==> src/rtl/fixed_point_pkg.sv <==
// Shared Q-format constants and operand/result record types for the fixed-point adder.
package fixed_point_pkg;

    localparam int FXP_INT_W  = 8;
    localparam int FXP_FRAC_W = 4;

    typedef struct packed {
        logic [FXP_INT_W-1:0]  int_part;
        logic [FXP_FRAC_W-1:0] frac_part;
    } fxp_operand_t;

    // One extra integer bit absorbs the worst-case carry, so the sum never wraps.
    typedef struct packed {
        logic [FXP_INT_W:0]    int_part;
        logic [FXP_FRAC_W-1:0] frac_part;
    } fxp_result_t;

endpackage

==> src/rtl/fixed_point_add_core.sv <==
// Combinational unsigned fixed-point add: fractional field first, its carry feeds the integer add.
module fixed_point_add_core
    import fixed_point_pkg::*;
#(
    parameter int INT_W  = FXP_INT_W,
    parameter int FRAC_W = FXP_FRAC_W
) (
    input  logic [INT_W-1:0]  a_integer_i,
    input  logic [FRAC_W-1:0] a_fractional_i,
    input  logic [INT_W-1:0]  b_integer_i,
    input  logic [FRAC_W-1:0] b_fractional_i,
    output logic [INT_W:0]    sum_integer_o,
    output logic [FRAC_W-1:0] sum_fractional_o
);

    logic [FRAC_W:0] fsum;
    logic            carry;

    assign fsum             = {1'b0, a_fractional_i} + {1'b0, b_fractional_i};
    assign carry            = fsum[FRAC_W];
    assign sum_fractional_o = fsum[FRAC_W-1:0];
    assign sum_integer_o    = {1'b0, a_integer_i} + {1'b0, b_integer_i}
                            + {{INT_W{1'b0}}, carry};

endmodule

==> src/rtl/fixed_point_adder.sv <==
// Registered Q(INT_W).(FRAC_W) adder with a valid qualifier; results hold while idle.
module fixed_point_adder
    import fixed_point_pkg::*;
#(
    parameter int INT_W  = FXP_INT_W,
    parameter int FRAC_W = FXP_FRAC_W
) (
    input  logic              clk,
    input  logic              rst,
    input  logic              in_valid,
    input  logic [INT_W-1:0]  a_integer,
    input  logic [FRAC_W-1:0] a_fractional,
    input  logic [INT_W-1:0]  b_integer,
    input  logic [FRAC_W-1:0] b_fractional,
    output logic              out_valid,
    output logic [INT_W:0]    result_integer,
    output logic [FRAC_W-1:0] result_fractional
);

    logic [INT_W:0]    sum_integer;
    logic [FRAC_W-1:0] sum_fractional;

    logic              valid_q,      valid_d;
    logic [INT_W:0]    res_int_q,    res_int_d;
    logic [FRAC_W-1:0] res_frac_q,   res_frac_d;

    fixed_point_add_core #(
        .INT_W  (INT_W),
        .FRAC_W (FRAC_W)
    ) u_core (
        .a_integer_i      (a_integer),
        .a_fractional_i   (a_fractional),
        .b_integer_i      (b_integer),
        .b_fractional_i   (b_fractional),
        .sum_integer_o    (sum_integer),
        .sum_fractional_o (sum_fractional)
    );

    // Idle cycles keep the last sum visible; only out_valid reports staleness.
    always_comb begin
        valid_d    = in_valid;
        res_int_d  = res_int_q;
        res_frac_d = res_frac_q;
        if (in_valid) begin
            res_int_d  = sum_integer;
            res_frac_d = sum_fractional;
        end
    end

    always_ff @(posedge clk) begin
        if (rst) begin
            valid_q    <= 1'b0;
            res_int_q  <= '0;
            res_frac_q <= '0;
        end else begin
            valid_q    <= valid_d;
            res_int_q  <= res_int_d;
            res_frac_q <= res_frac_d;
        end
    end

    assign out_valid         = valid_q;
    assign result_integer    = res_int_q;
    assign result_fractional = res_frac_q;

endmodule

==> config.mk <==
export PLATFORM = sky130hd
export DESIGN_NAME = fixed_point_adder
export DESIGN_NICKNAME = d
export VERILOG_FILES = /design/src/rtl/fixed_point_pkg.sv /design/src/rtl/fixed_point_add_core.sv /design/src/rtl/fixed_point_adder.sv
export SDC_FILE = /design/constraint.sdc
export NUM_CORES = 1
export LEC_CHECK = 0
export ABC_AREA = 1
export ABC_CLOCK_PERIOD_IN_PS = 2200
export CAP_MARGIN = 20
export CELL_PAD_IN_SITES_DETAIL_PLACEMENT = 0
export CELL_PAD_IN_SITES_GLOBAL_PLACEMENT = 1
export CORE_UTILIZATION = 26
export DETAILED_ROUTE_END_ITERATION = 8
export GPL_ROUTABILITY_DRIVEN = 0
export PLACE_DENSITY_LB_ADDON = 0.1
export SYNTH_ARGS = -nofsm -noshare
export SYNTH_HDL_FRONTEND = slang
export SYNTH_SLANG_ARGS = --single-unit
==> constraint.sdc <==
create_clock -name clk -period 2.2 [get_ports clk]
set_clock_uncertainty 0.15 [all_clocks]
set_input_delay 0.44 -clock clk [delete_from_list [all_inputs] [get_ports clk]]
set_output_delay 0.44 -clock clk [all_outputs]
set_load 0.01 [all_outputs]
[Word-level counts from Yosys, hierarchy flattened]
Cells that the tools add are included.
Word-level totals
  memories: 0
  latch bits: 0
  bits of input ports: 27
  word-level logic and storage cells: 6
  register bits after elaboration: 14
  output and inout bits: 14
  bits in writable memories: 0
  bits in read-only memories: 0
Operators by class
  divide/modulo/power cells: 0
  reductions and logical operators: 0
  multiply operators: 0
  add/subtract/negate cells: 3
  shift-type cells: 0
  bitwise gates (word level): 0
  equal/unequal tests: 0
  magnitude comparators: 0
  multiplexer cells: 0
Operators with widths (number)
  $add 8x8->9: 1
  $add 9x1->9: 1
  $add 4x4->5: 1

[Depth between registers and ports, before layout]
  depth after elaboration: 2
  depth in mapped cells: 13
  mapped depth without buffers: 13

[By module]
Synthesis repeated with hierarchy kept, for this count alone.
Second synthesis, totals
  cell total of the unflattened synthesis: 168
  area total of the unflattened synthesis: 1083.5 um2
By module, submodules not included
  fixed_point_adder: area an instance 576.8 um2, cells each 86, sequential area each 280.3 um2, times used 1
  fixed_point_add_core: area an instance 506.7 um2, cells each 82, sequential area each 0.0 um2, times used 1

[Least setup slack after synthesis]
OpenSTA, ideal clock, no wires.
  path type: in2reg
  from: input port a_fractional[3]
  to: register res_int_q[4] (netlist: result_integer[4])
  stages on the path: 10
  data arrival time: 2.129 ns
  data required time: 1.937 ns
  setup slack: -0.192 ns
  path buffers: 0
  cells stage by stage: ha_1 -> a21o_1 -> a31oi_1 -> fa_1 -> fa_1 -> nor2_1 -> nor2_1 -> xnor2_1 -> o21ai_1 -> inv_1
Between the ends
  longest elaborated chain between the ends: 2
Ends and longest elaborated chain
  from (decl): line fixed_point_adder.sv:12  | input logic [FRAC_W-1:0] a_fractional,
  $add 4x4->5: line fixed_point_add_core.sv:19  | assign fsum = {1'b0, a_fractional_i} + {1'b0, b_fractional_i};
  $add 9x1->9: line fixed_point_add_core.sv:23  | + {{INT_W{1'b0}}, carry};
  to (signal assigned): line fixed_point_adder.sv:57  | res_int_q <= res_int_d;
  to (decl): line fixed_point_adder.sv:24  | logic [INT_W:0] res_int_q, res_int_d;
No other way between the ends.
A chain may end at the register's enable or synchronous reset.

[Worst setup path in the final report]
Same ends and word-level chain as after synthesis.

==> flow_summary.json <==
{
  "track_usage_pct": 13.02,
  "drv_cap": 0,
  "synth_seq_area_share_pct": 28.00,
  "yosys_warnings": 0,
  "finalSetupViolCount": 0,
  "grt_start_max_net_pins": 13,
  "syn-num-nets": 183,
  "post-route-min-period_ns": 2.174,
  "core_mm2": 0.003689,
  "worstMarginPinSlew_ns": 0.3243,
  "ant_nets": 0,
  "routed_wl_um": 2444,
  "cts_hold_buf": 0,
  "start_util_pct": 27.14,
  "fin_area_mm2": 0.001643,
  "area_delta_synth_final_pct": 64.13,
  "dieWidth_um": 64.05,
  "cp_cell_sequence": "buf_6 -> ha_4 -> a21o_1 -> a31oi_4 -> fa_2 -> fa_2 -> nor2_1 -> nor2_1 -> xnor2_1 -> o21ai_1 -> inv_1",
  "fillCellCount": 390,
  "placed_area_mm2": 0.001496,
  "clk_latency_ns": 0.24,
  "fin_nets": 235,
  "ios": 41,
  "grt_pass1_vias": 953,
  "cts.path.max_buffers": 2,
  "synth_top_area_share_pct": 28.00,
  "antenna_cells": 0,
  "cp_slowest_cell": "fa_2",
  "max_slew_margin_pct": 78.31,
  "die_area_mm2": 0.004102,
  "antenna_found_initial": 0,
  "layout-drive-gt1-share_pct": 18.65,
  "drt_iter0_markers": 28,
  "cp.arrival_ns": 2.17,
  "cp_slowest_stage_delay_ns": 0.36,
  "slew_violations": 0,
  "htree_levels": 1,
  "final_cell_mix": "clkdlybuf4s50_1 (32), nor2_1 (26), inv_1 (24)",
  "wire_per_inst_um": 10.14,
  "overflow": 0,
  "final_hold_viol_count": 0,
  "pre_cts_ws_ns": -0.6687,
  "die_h_um": 64.05,
  "synth_area_per_cell_um2": 7.049,
  "critPathTopFamily": "adder cells",
  "cts_buffers": 3,
  "final_common_cell": "clkdlybuf4s50_1",
  "portBuffers": 40,
  "cts.reportedPaths.clkPinSlew_ns": 0.06,
  "crit_fanout": 3,
  "hp-class": "reg -> reg",
  "via_count": 1053,
  "run_status": "finished clean",
  "vdd_drop_max_mv": 0.2840,
  "rows": 22,
  "cts_num_sinks": 14,
  "rsz0062_at_grt": "yes",
  "fin_tns_setup_ns": 0,
  "root_buffer": "clkbuf_8",
  "fin_crit_sh_pct": 98.83,
  "synth_top_area_cell": "dfxtp_1",
  "synth_cell_types": 21,
  "cts_tree": "done",
  "criticalPathCategory": "in -> reg",
  "worst_slack_ns": 0.02578,
  "grt_first_pass_wirelength_um": 4098,
  "syn_inst": 142,
  "critPathCaptureType": "register",
  "power.leakage_nw": 0.7961,
  "syn_area_mm2": 0.001001,
  "vias_per_cell": 4.369,
  "max_freq_mhz": 459.9,
  "power.density_mw_per_mm2": 519.4,
  "ys_ff_latch": 14,
  "crit_buf_inv": 2,
  "synth.area.top_cells": "dfxtp_1 (28%), ha_1 (14%), nor2_1 (9.7%)",
  "dp_hpwl_um": 1966,
  "first_pass_iters": 4,
  "critPathLaunchType": "input pin",
  "post-route-drc-count": 0,
  "worst_ep_required_time_ns": 2.19
}
==> cell usage after synthesis, drive strengths merged <==
| cell type | instances |
|---|---|
| nor2 | 26 |
| nand3b | 1 |
| a21o | 1 |
| nand4 | 1 |
| nand2 | 24 |
| o21ai | 11 |
| nand3 | 8 |
| a31oi | 2 |
| buf | 2 |
| fa | 3 |
| dfxtp | 14 |
| ha | 11 |
| inv | 24 |
| a21oi | 8 |
| xor2 | 1 |
| or2 | 1 |
| xnor2 | 3 |
| clkbuf | 1 |
==> tightest hold or removal path, delay by kind of cell, from the launching register on <==
kind	cells	cell delay, ns
DFF	1	0.33
and+or+nand+nor	1	0.07
AOI/OAI and AO/OA	1	0.07
==> path summary, 6_finish.rpt <==
kind                        startpoint                   end  cells after the start  slack (ns)
setup / recovery       a_fractional[3]     result_integer[4]                     11        0.03
setup reg to reg  result_fractional[3]  result_fractional[3]                      4        1.38
hold reg to reg   result_fractional[1]  result_fractional[1]                      2        0.36
hold / removal    result_fractional[1]  result_fractional[1]                      2        0.36
==> metal layers <==
layer / wire [µm] / vias to the layer above / share of wire, % / track usage (%)
met5: 0 / - / 0 / 0
met4: 8 / 0 / 0.33 / 5.114
met3: 97 / 2 / 4.0 / 2.321
met2: 1292 / 26 / 53 / 24.20
met1: 1046 / 475 / 43 / 14.44
li1: - / 550 / - / -
==> stage by stage <==
step,instances,utilization (%),hold slack (ns),total power [mW]
finish,241,44.54,0.3608,0.8533
detailed placement,233,40.57,0.3533,0.5847
global route,241,44.54,0.3808,0.9154
CTS,240,44.30,0.3684,0.8567
global placement,233,40.57,0.3354,0.5819
floorplan,142,-,0.3832,0.4490
==> cell families after synthesis <==
logic type	synth area share, %
XOR/XNOR	3.501
AO/OA/AOI/OAI	11.50
AND/OR/NAND/NOR	25.25
buffers and inverters	12.00
adder cells (fa/ha/maj)	19.75
flip-flops	28.00
==> what timing repair did <==
action | 4_1_cts | 5_1_grt
endpoints found under the setup margin | 9 | 7
resized for setup | 38 | 6
buffers inserted | 3 | 1
pin swaps | 13 | 7
==> layout make-up <==
cell class	instances	area (µm²)	area share, %
Clock buffer	4	55.05	3.351
Multi-Input combinational cell	101	685.7	41.74
Inverter	24	90.09	5.484
Sequential cell	14	280.3	17.06
Timing Repair Buffer	50	471.7	28.71
Tap cell	48	60.06	3.656
==> flip-flops by register name (all words and copies together) (netlist names) <==
name,cells
out_valid,1
result_fractional,4
result_integer,9
==> where the power goes <==
part | leakage [nW] | internal [mW] | total (mW) | switching, mW
sequential | 0.116 | 0.277 | 0.289 | 0.0115
combinational | 0.651 | 0.174 | 0.317 | 0.142
clock | 0.0288 | 0.158 | 0.248 | 0.0896
Note: power is estimated with default switching activity, not from simulation.
